==> src/rtl/operand_fetch_pkg.sv <==
// Shared pipeline types for the decode-to-execute operand stage:
// the ID/EX register layout and a forwarding-source record.
package operand_fetch_pkg;

  localparam int DATA_W = 16;
  localparam int ADDR_W = 4;
  localparam int OP_W   = 4;
  localparam int CNT_W  = 16;

  // Highest register address is the startIO port, never storage, never forwarded
  localparam logic [ADDR_W-1:0] REG_IO = 4'hF;

  typedef struct packed {
    logic [OP_W-1:0]   op;
    logic [DATA_W-1:0] a;
    logic [DATA_W-1:0] b;
    logic [ADDR_W-1:0] wa;
    logic              writes;
    logic              is_load;
  } idex_t;

  typedef struct packed {
    logic              en;
    logic [ADDR_W-1:0] wa;
    logic [DATA_W-1:0] d;
  } fwd_t;

endpackage

==> src/rtl/operand_fetch_if.sv <==
// Decoder / regfile / bypass / execute signals of the operand stage.
// slave is the operand stage itself; master is everything around it.
interface operand_fetch_if #(
  parameter int WIDTH = 16,
  parameter int AW    = 4,
  parameter int OPW   = 4
);
  logic             flush;
  logic             in_valid, in_ready;
  logic [OPW-1:0]   in_op;
  logic [AW-1:0]    in_ra1, in_ra2, in_wa;
  logic             in_use1, in_use2, in_writes, in_is_load;
  logic [AW-1:0]    ra1, ra2;
  logic [WIDTH-1:0] rd1, rd2;
  logic             ex_fwd_en, mem_fwd_en, wb_we;
  logic [AW-1:0]    ex_fwd_wa, mem_fwd_wa, wb_wa;
  logic [WIDTH-1:0] ex_fwd_d, mem_fwd_d, wb_wd;
  logic             out_valid, out_ready;
  logic [OPW-1:0]   out_op;
  logic [WIDTH-1:0] out_a, out_b;
  logic [AW-1:0]    out_wa;
  logic             out_writes, out_is_load;
  logic [15:0]      stall_cnt;

  modport slave (
    input  flush, in_valid, in_op, in_ra1, in_ra2, in_wa, in_use1, in_use2,
           in_writes, in_is_load, rd1, rd2,
           ex_fwd_en, ex_fwd_wa, ex_fwd_d, mem_fwd_en, mem_fwd_wa, mem_fwd_d,
           wb_we, wb_wa, wb_wd, out_ready,
    output in_ready, ra1, ra2, out_valid, out_op, out_a, out_b, out_wa,
           out_writes, out_is_load, stall_cnt
  );

  modport master (
    output flush, in_valid, in_op, in_ra1, in_ra2, in_wa, in_use1, in_use2,
           in_writes, in_is_load, rd1, rd2,
           ex_fwd_en, ex_fwd_wa, ex_fwd_d, mem_fwd_en, mem_fwd_wa, mem_fwd_d,
           wb_we, wb_wa, wb_wd, out_ready,
    input  in_ready, ra1, ra2, out_valid, out_op, out_a, out_b, out_wa,
           out_writes, out_is_load, stall_cnt
  );
endinterface

==> src/rtl/operand_fetch_fwd_mux.sv <==
// Per-source operand bypass: EX > MEM > WB > regfile, never for the IO port.
module operand_fetch_fwd_mux
  import operand_fetch_pkg::*;
(
  input  logic [ADDR_W-1:0] i_src,
  input  logic [DATA_W-1:0] i_rd,
  input  fwd_t              i_ex,
  input  fwd_t              i_mem,
  input  fwd_t              i_wb,
  output logic [DATA_W-1:0] o_d
);
  // WB level is required: the regfile write lands on the same edge, so rd is stale
  always_comb begin
    o_d = i_rd;
    if (i_src != REG_IO) begin
      if (i_ex.en && i_ex.wa == i_src)        o_d = i_ex.d;
      else if (i_mem.en && i_mem.wa == i_src) o_d = i_mem.d;
      else if (i_wb.en && i_wb.wa == i_src)   o_d = i_wb.d;
    end
  end
endmodule

==> src/rtl/operand_fetch.sv <==
// Operand stage: regfile read, bypass, load-use hazard bubble and the
// ID/EX pipeline register with valid/ready on both sides.
module operand_fetch
  import operand_fetch_pkg::*;
#(
  parameter int WIDTH        = DATA_W,
  parameter int ADDRESSWIDTH = ADDR_W,
  parameter int OPW          = OP_W
) (
  input logic           clk,
  input logic           rst_n,
  operand_fetch_if.slave bus
);
  fwd_t                          w_ex, w_mem, w_wb;
  logic [1:0][ADDR_W-1:0]        w_src;
  logic [1:0][DATA_W-1:0]        w_rd, w_opnd;
  logic                          w_hazard, w_adv, w_in_ready, w_accept;
  idex_t                         r_idex;
  logic                          r_vld;
  logic [CNT_W-1:0]              r_stall;

  assign w_ex  = '{en: bus.ex_fwd_en,  wa: bus.ex_fwd_wa,  d: bus.ex_fwd_d};
  assign w_mem = '{en: bus.mem_fwd_en, wa: bus.mem_fwd_wa, d: bus.mem_fwd_d};
  assign w_wb  = '{en: bus.wb_we,      wa: bus.wb_wa,      d: bus.wb_wd};
  assign w_src = {bus.in_ra2, bus.in_ra1};
  assign w_rd  = {bus.rd2, bus.rd1};

  for (genvar g = 0; g < 2; g++) begin : g_src
    operand_fetch_fwd_mux u_fwd (
      .i_src (w_src[g]),
      .i_rd  (w_rd[g]),
      .i_ex  (w_ex),
      .i_mem (w_mem),
      .i_wb  (w_wb),
      .o_d   (w_opnd[g])
    );
  end

  // Load in ID/EX whose result a consumer needs: EX cannot bypass loads, wait one cycle for MEM
  assign w_hazard = bus.in_valid && r_vld && r_idex.is_load && r_idex.writes &&
                    (r_idex.wa != REG_IO) &&
                    ((bus.in_use1 && bus.in_ra1 == r_idex.wa) ||
                     (bus.in_use2 && bus.in_ra2 == r_idex.wa));
  assign w_adv      = !r_vld || bus.out_ready;
  assign w_in_ready = w_adv && !w_hazard && !bus.flush;
  assign w_accept   = bus.in_valid && w_in_ready;

  always_ff @(posedge clk or negedge rst_n) begin
    if (!rst_n) begin
      r_vld  <= 1'b0;
      r_idex <= '0;
    end else if (bus.flush) begin
      r_vld  <= 1'b0;
    end else if (w_adv) begin
      r_vld  <= w_accept;
      if (w_accept)
        r_idex <= '{op: bus.in_op, a: w_opnd[0], b: w_opnd[1], wa: bus.in_wa,
                    writes: bus.in_writes, is_load: bus.in_is_load};
    end
  end

  always_ff @(posedge clk or negedge rst_n) begin
    if (!rst_n)
      r_stall <= '0;
    else if (w_hazard && !bus.flush && r_stall != '1)
      r_stall <= r_stall + 1'b1;
  end

  assign bus.ra1         = bus.in_ra1;
  assign bus.ra2         = bus.in_ra2;
  assign bus.in_ready    = w_in_ready;
  assign bus.out_valid   = r_vld;
  assign bus.out_op      = r_idex.op;
  assign bus.out_a       = r_idex.a;
  assign bus.out_b       = r_idex.b;
  assign bus.out_wa      = r_idex.wa;
  assign bus.out_writes  = r_idex.writes;
  assign bus.out_is_load = r_idex.is_load;
  assign bus.stall_cnt   = r_stall;
endmodule

==> src/flat_wrapper.sv <==
// flat-port wrapper written by rule: the top's interface ports become plain ports
module operand_fetch_flat import operand_fetch_pkg::*;
#(
  parameter int WIDTH        = DATA_W,
  parameter int ADDRESSWIDTH = ADDR_W,
  parameter int OPW          = OP_W
)
  (clk, rst_n, bus_flush, bus_in_valid, bus_in_op, bus_in_ra1, bus_in_ra2, bus_in_wa, bus_in_use1, bus_in_use2, bus_in_writes, bus_in_is_load, bus_rd1, bus_rd2, bus_ex_fwd_en, bus_ex_fwd_wa, bus_ex_fwd_d, bus_mem_fwd_en, bus_mem_fwd_wa, bus_mem_fwd_d, bus_wb_we, bus_wb_wa, bus_wb_wd, bus_out_ready, bus_in_ready, bus_ra1, bus_ra2, bus_out_valid, bus_out_op, bus_out_a, bus_out_b, bus_out_wa, bus_out_writes, bus_out_is_load, bus_stall_cnt);
  operand_fetch_if #(.WIDTH(WIDTH), .AW(4), .OPW(OPW)) bus_i ();
  input logic clk;
  input logic rst_n;
  input wire logic [$bits(bus_i.flush)-1:0] bus_flush;
  input wire logic [$bits(bus_i.in_valid)-1:0] bus_in_valid;
  input wire logic [$bits(bus_i.in_op)-1:0] bus_in_op;
  input wire logic [$bits(bus_i.in_ra1)-1:0] bus_in_ra1;
  input wire logic [$bits(bus_i.in_ra2)-1:0] bus_in_ra2;
  input wire logic [$bits(bus_i.in_wa)-1:0] bus_in_wa;
  input wire logic [$bits(bus_i.in_use1)-1:0] bus_in_use1;
  input wire logic [$bits(bus_i.in_use2)-1:0] bus_in_use2;
  input wire logic [$bits(bus_i.in_writes)-1:0] bus_in_writes;
  input wire logic [$bits(bus_i.in_is_load)-1:0] bus_in_is_load;
  input wire logic [$bits(bus_i.rd1)-1:0] bus_rd1;
  input wire logic [$bits(bus_i.rd2)-1:0] bus_rd2;
  input wire logic [$bits(bus_i.ex_fwd_en)-1:0] bus_ex_fwd_en;
  input wire logic [$bits(bus_i.ex_fwd_wa)-1:0] bus_ex_fwd_wa;
  input wire logic [$bits(bus_i.ex_fwd_d)-1:0] bus_ex_fwd_d;
  input wire logic [$bits(bus_i.mem_fwd_en)-1:0] bus_mem_fwd_en;
  input wire logic [$bits(bus_i.mem_fwd_wa)-1:0] bus_mem_fwd_wa;
  input wire logic [$bits(bus_i.mem_fwd_d)-1:0] bus_mem_fwd_d;
  input wire logic [$bits(bus_i.wb_we)-1:0] bus_wb_we;
  input wire logic [$bits(bus_i.wb_wa)-1:0] bus_wb_wa;
  input wire logic [$bits(bus_i.wb_wd)-1:0] bus_wb_wd;
  input wire logic [$bits(bus_i.out_ready)-1:0] bus_out_ready;
  output wire logic [$bits(bus_i.in_ready)-1:0] bus_in_ready;
  output wire logic [$bits(bus_i.ra1)-1:0] bus_ra1;
  output wire logic [$bits(bus_i.ra2)-1:0] bus_ra2;
  output wire logic [$bits(bus_i.out_valid)-1:0] bus_out_valid;
  output wire logic [$bits(bus_i.out_op)-1:0] bus_out_op;
  output wire logic [$bits(bus_i.out_a)-1:0] bus_out_a;
  output wire logic [$bits(bus_i.out_b)-1:0] bus_out_b;
  output wire logic [$bits(bus_i.out_wa)-1:0] bus_out_wa;
  output wire logic [$bits(bus_i.out_writes)-1:0] bus_out_writes;
  output wire logic [$bits(bus_i.out_is_load)-1:0] bus_out_is_load;
  output wire logic [$bits(bus_i.stall_cnt)-1:0] bus_stall_cnt;
  assign bus_i.flush = bus_flush;
  assign bus_i.in_valid = bus_in_valid;
  assign bus_i.in_op = bus_in_op;
  assign bus_i.in_ra1 = bus_in_ra1;
  assign bus_i.in_ra2 = bus_in_ra2;
  assign bus_i.in_wa = bus_in_wa;
  assign bus_i.in_use1 = bus_in_use1;
  assign bus_i.in_use2 = bus_in_use2;
  assign bus_i.in_writes = bus_in_writes;
  assign bus_i.in_is_load = bus_in_is_load;
  assign bus_i.rd1 = bus_rd1;
  assign bus_i.rd2 = bus_rd2;
  assign bus_i.ex_fwd_en = bus_ex_fwd_en;
  assign bus_i.ex_fwd_wa = bus_ex_fwd_wa;
  assign bus_i.ex_fwd_d = bus_ex_fwd_d;
  assign bus_i.mem_fwd_en = bus_mem_fwd_en;
  assign bus_i.mem_fwd_wa = bus_mem_fwd_wa;
  assign bus_i.mem_fwd_d = bus_mem_fwd_d;
  assign bus_i.wb_we = bus_wb_we;
  assign bus_i.wb_wa = bus_wb_wa;
  assign bus_i.wb_wd = bus_wb_wd;
  assign bus_i.out_ready = bus_out_ready;
  assign bus_in_ready = bus_i.in_ready;
  assign bus_ra1 = bus_i.ra1;
  assign bus_ra2 = bus_i.ra2;
  assign bus_out_valid = bus_i.out_valid;
  assign bus_out_op = bus_i.out_op;
  assign bus_out_a = bus_i.out_a;
  assign bus_out_b = bus_i.out_b;
  assign bus_out_wa = bus_i.out_wa;
  assign bus_out_writes = bus_i.out_writes;
  assign bus_out_is_load = bus_i.out_is_load;
  assign bus_stall_cnt = bus_i.stall_cnt;
  operand_fetch #(.WIDTH(WIDTH), .ADDRESSWIDTH(ADDRESSWIDTH), .OPW(OPW)) u_core (.clk(clk), .rst_n(rst_n), .bus(bus_i));
endmodule
==> config.mk <==
export PLATFORM = sky130hd
export DESIGN_NAME = operand_fetch_flat
export DESIGN_NICKNAME = d
export VERILOG_FILES = /design/src/rtl/operand_fetch_pkg.sv /design/src/rtl/operand_fetch_if.sv /design/src/rtl/operand_fetch_fwd_mux.sv /design/src/rtl/operand_fetch.sv /design/src/flat_wrapper.sv
export SDC_FILE = /design/constraint.sdc
export NUM_CORES = 1
export LEC_CHECK = 0
export ABC_CLOCK_PERIOD_IN_PS = 2700
export CORE_UTILIZATION = 60
export CTS_CLUSTER_SIZE = 12
export DETAILED_ROUTE_END_ITERATION = 10
export DONT_BUFFER_PORTS = 1
export PLACE_DENSITY = 0.75
export RECOVER_POWER = 100
export SYNTH_ARGS = -nofsm -noshare
export SYNTH_HDL_FRONTEND = slang
export SYNTH_SLANG_ARGS = --single-unit
==> constraint.sdc <==
create_clock -name clk -period 2.7 [get_ports clk]
set_clock_uncertainty 0.1 [all_clocks]
set_input_delay 0.54 -clock clk [delete_from_list [all_inputs] [get_ports clk]]
set_output_delay 0.54 -clock clk [all_outputs]
set_load 0.01 [all_outputs]
Word level (Yosys, flattened, before mapping)
Index checks and enable logic that the tools add are counted. Widths: inputs -> output; s select.

Logic and storage cells: 57. Output and inout bits: 68. Bits in registers: 59.

Multiplexer cells: 10. Equal/unequal tests: 12. Reductions and logical operators: 25. Add/subtract/negate cells: 1. Bitwise gates (word level): 1.

Operator list (number): $mux 16 (8); $eq 4x4->1 (8); $logic_and 1x1->1 (18); $add 16x1->16 const B (1); $ne 16x16->1 const B (1); $ne 4x4->1 const B (3); $logic_not 1->1 (3); $reduce_and 3->1 (1); $logic_or 1x1->1 (2); $mux 1 (2); $reduce_bool 2->1 (1); $not 1->1 (1).

Longest topological paths before layout
Gate-level depths: netlist (run 1).

Depth in word-level cells: 11. Mapped depth: 10. Mapped depth without buffers: 7.

Hierarchy
A second synthesis (run 1) with hierarchy kept.

Cells, all modules: 417. Area total of the unflattened synthesis: 4395.5 µm².

Modules (own cells, without submodules): operand_fetch (area each 2806.4 µm², cells each 197, instances 1, seq. area each 1476.4 µm²); operand_fetch_fwd_mux (area each 794.5 µm², cells each 110, instances 2, seq. area each 0.0 µm²).

Worst setup path after synthesis (run 1)
OpenSTA, ideal clock, no wires.

Path kind: input -> register. Start point: in bus_in_ra2[0]. End point: reg u_core.r_idex (netlist bit u_core.bus.out_b[15]). Arrival time: 2.180 ns. Path buffers: 2. Stages: 7. Library setup time: 0.082 ns. Slack: 0.338 ns. Cells stage by stage: buf_4 a221o_1 nor4_4 buf_6 mux2i_1 a211o_1 a31oi_1.

Word-level cells in the longest chain between the ends: 9.

RTL lines: start, declared (line flat_wrapper.sv:16) `input wire logic [$bits(bus_i.in_ra2)-1:0] bus_in_ra2;`; $eq 4x4->1 (line operand_fetch.sv:43) `(bus.in_use2 && bus.in_ra2 == r_idex.wa));`; $logic_and 1x1->1 (line operand_fetch.sv:43); $logic_or 1x1->1 (line operand_fetch.sv:42) `((bus.in_use1 && bus.in_ra1 == r_idex.wa) ||`; $logic_and 1x1->1 (line operand_fetch.sv:41) `(r_idex.wa != REG_IO) &&`; $logic_not 1->1 (line operand_fetch.sv:45) `assign w_in_ready = w_adv && !w_hazard && !bus.flush;`; $logic_and 1x1->1 (2 in a row) (line operand_fetch.sv:45); $logic_and 1x1->1 (line operand_fetch.sv:46) `assign w_accept = bus.in_valid && w_in_ready;`; $reduce_and 3->1 (no line); end signal, assigned (line operand_fetch.sv:57) `r_idex <= '{op: bus.in_op, a: w_opnd[0], b: w_opnd[1], wa: bus.in_wa,`; end, declared (line operand_fetch.sv:18) `idex_t r_idex;`.

Parallel ways exist; a longest one is shown, timed or not. A chain may end at the register's enable or synchronous reset.

Final worst setup path (run 1)
Start point: reg u_core.r_idex (netlist bit u_core.bus.out_wa[0]). End point: reg u_core.r_vld (netlist: u_core.bus.out_valid).

Word-level cells in the longest chain between the ends: 10.

RTL lines: $eq 4x4->1 (on tied branches) (line operand_fetch.sv:42, operand_fetch.sv:43); $logic_and 1x1->1 (on tied branches) (line operand_fetch.sv:42, operand_fetch.sv:43); $logic_or 1x1->1 (line operand_fetch.sv:42); $logic_and 1x1->1 * (line operand_fetch.sv:41); $logic_not 1->1 * (line operand_fetch.sv:45); $logic_and 1x1->1 * (2 in a row) (line operand_fetch.sv:45); $logic_and 1x1->1 * (line operand_fetch.sv:46); $mux 1 * (line operand_fetch.sv:54) `end else if (w_adv) begin`; $mux 1 * (line operand_fetch.sv:52) `end else if (bus.flush) begin`; end signal, assigned (line operand_fetch.sv:55) `r_vld <= w_accept;`; end, declared (line operand_fetch.sv:19) `logic r_vld;`.

Mark *: on every way between the ends. The rest lies on a longest branch, timed or not. The select of a mux whose other input is x is not followed.

==> summary.txt, run 1 <==
Placement
  – Hpwl dp: 8380 um
  – I/O Buffers: 0
  – Routability-driven placement congestion ratio: 0.851
  – Pre-CTS setup slack: 0.440 ns
  – Dpl cell area: around 4200 sq um

Floorplanning
  – Cell Rows: 30
  – Die span in y: ~87 um
  – Die width: around 87 um
  – Total I/O pin count: 188
  – Die area: 7550 sq um
  – Core footprint: around 7000 sq um
  – Initial core utilization: 0.630

Setup path
  – Crit path from: u_core.bus.out_wa[0]
  – R2R cell count: 6
  – CP Launch Type: register
  – Crit path kind: reg2reg
  – CP Capture Point: u_core.bus.out_valid
  – CP Capture Type: register
  – Critical path data arrival time: 2.41 ns
  – FF-to-FF End: u_core.bus.out_valid
  – Critical R2R Launch: u_core.bus.out_wa[0]
  – Worst Path Max Fanout: 21
  – Critical Path RT: 2.79 ns
  – R2R setup slack: 0.38 ns

Logic synthesis
  – Area leader, netlist: dfrtp_1
  – Sequential fraction of the synthesis area: 0.341
  – Syn avg cell area: 8.60 sq um
  – Netlist cell types: 47
  – Async S/R FF share, synth: 1.00
  – Yosys warnings: 0
  – Synth top area cells: dfrtp_1 34%, mux2i_1 7.4%, o21ai_0 5.7%
  – Post-Syn Area: between 4000 and 5000 sq um
  – Post-Syn Instances: between 500 and 600
  – Yosys top cell area share: 0.341
  – Syn_nets: ~620
  – Most used DFF post-synth: dfrtp_1
  – Yosys reg bits: slightly below 60
  – Post-synth EDFFs: 0

Finish
  – Layout cells sized above 1: 0.0833
  – Commonest non-fill, non-tap cell in the layout: dfrtp_1
  – Layout area overhead: 3.30%
  – Fillers: 590
  – Ant. Diodes: 0
  – Final net count: 596
  – Most frequent cells in the layout: 59 x dfrtp_1, 58 x nand2_1, 50 x o21ai_0
  – Final Instance Area: approximately 4500 sq um

Timing
  – Setup_tns: 0 ns
  – Fmax: between 400 and 500 MHz
  – Tightest Pin Transition: roughly 1.5 ns
  – Max-slew violations: 60
  – Final min period: between 2 and 2.5 ns
  – Slew HR: -0.00999
  – Final worst slack: 0.384 ns
  – Tcrit/Tclk final: 0.858
  – Unrepaired setup endpoints after global routing: no
  – Final Hold Fails: 0
  – Final setup viols: 0

Status
  – Run status: finished, violations left
  – Violated checks: capacitance limit, slew limit

Flow run
  – Max-capacitance violation count: 1

Clock tree
  – CTS HTree Levels: 3
  – Worst-path clk slew: around 0.07 ns
  – Post-CTS setup repair buffer count: 0
  – Clock Latency Late Sink: approximately 0.35 ns
  – Clock Tree Buf Depth: 2
  – CTS tree: done
  – CTS Buf Count: 9
  – CTS root buf: clkbuf_8
  – Sink Count: 59

Routing
  – Detail Route Antenna Nets: 0
  – Via/cell ratio: a little under 7
  – WL/cell: 21.5 um
  – DRC viols: 0
  – First-pass DRT Iterations: 5
  – Final WL: 12400 um
  – DRT iter0 DRCs: 373
  – Vias: between 3000 and 4000

Power
  – Final Power: 2.51 mW
  – Leak: 1.75 nW
  – Worst VDD drop: around 0.35 mV
  – PD cells: between 500 and 600 nW/um^2

Global routing
  – All-Layer GR Usage: 0.325
  – Largest net degree at the start of global routing: 60
  – First-pass GRT wire length: about 19000 um
  – GRT overflow: 0
  – Vias in the first global route: between 3000 and 4000
  – Initial antenna violation count: 0

Hold path
  – HP Class: in2reg
-- flip-flops by register name (all words and copies together) (netlist names) --
signal	count
u_core.bus.stall_cnt	16
u_core.bus.out_is_load	1
u_core.bus.out_wa	4
u_core.bus.out_valid	1
u_core.bus.out_op	4
u_core.bus.out_writes	1
u_core.bus.out_a	16
u_core.bus.out_b	16
-- critical path, cell delays in order, from the launching register on --
cell and delay (ns):
dfrtp_1 0.47, xor2_1 0.18, nor3_1 0.23, nand4_1 0.19, nand4_1 0.30, clkbuf_2 0.52, o21ai_0 0.17
-- Yosys cell counts (10+ instances only) --
library cell / number
a211oi_1: 15
nor3_1: 20
a311oi_1: 15
buf_4: 10
a21oi_1: 18
a211o_1: 16
o21ai_0: 49
nor2_1: 22
clkbuf_1: 26
xnor2_1: 22
nand4_1: 25
a31oi_1: 16
mux2i_1: 32
nand2_1: 58
nand2b_1: 15
xor2_1: 22
dfrtp_1: 59
-- layer usage --
metal	up-vias	wire length, um	global-route usage
met4	0	371	0.167
met3	37	1330	0.0967
li1	1775	-	-
met1	1898	4570	0.357
met2	251	6130	0.568
met5	-	0	0
-- worst min-delay path by stage --
stage                      start              endpoint  slack, ns  depth (start not counted)
finish              bus_in_op[0]  u_core.bus.out_op[0]       0.20                          2
global route           bus_flush  u_core.bus.out_valid       0.19                          1
CTS                 bus_in_op[0]  u_core.bus.out_op[0]       0.19                          2
detailed placement         rst_n   u_core.bus.out_a[3]       0.15                          0
global placement           rst_n   u_core.bus.out_a[4]       0.15                          0
floorplan                  rst_n   u_core.bus.out_a[0]       0.14                          0
-- layout make-up --
class | count | area (sq um) | area share
timing repair buffer | 14 | 115 | 0.0258
inverter | 5 | 18.8 | 0.00420
clock buffer | 9 | 124 | 0.0277
tap | 96 | 120 | 0.0269
clock inverter | 7 | 100 | 0.0224
sequential | 59 | 1480 | 0.331
multi-input combinational | 386 | 2510 | 0.562
-- power by group --
group          switching [mW]  internal [mW]  leakage (nW)  total, mW
registers               0.158          0.999         0.729       1.16
clock network           0.412          0.527         0.114      0.939
logic                   0.229          0.179         0.909      0.408
-- kinds of logic after synthesis --
| group | Yosys count | synth area share |
|---|---|---|
| AND/OR/NAND/NOR | 174 | 0.209 |
| flip-flops | 59 | 0.341 |
| adder cells (fa/ha/maj) | 1 | 0.00289 |
| multiplexers | 33 | 0.0767 |
| buffers and inverters | 58 | 0.0822 |
| AO/OA/AOI/OAI | 134 | 0.198 |
| XOR/XNOR | 44 | 0.0891 |
-- through the flow --
stage | utilization | instances | hold slack [ns]
final | 0.650 | 576 | 0.199
after global routing | 0.650 | 576 | 0.190
after CTS | 0.656 | 576 | 0.192
after detailed placement | 0.618 | 558 | 0.146
after global placement | 0.618 | 558 | 0.146
after floorplan | - | 503 | 0.144
-- timing repair --
item | in CTS | in global routing
hold endpoints to repair | 59 | 0
gates resized for setup | 0 | 0
hold buffers | 2 | 0
setup endpoints to repair | 0 | 0
Note: power is estimated with default switching activity, not from simulation.
==> inputs of run 2 (changes only) <==
Settings changed: SLEW_MARGIN from default to 30.
==> results of run 2 <==
No change in the layout: final DEF, timing and power equal those of run 1.
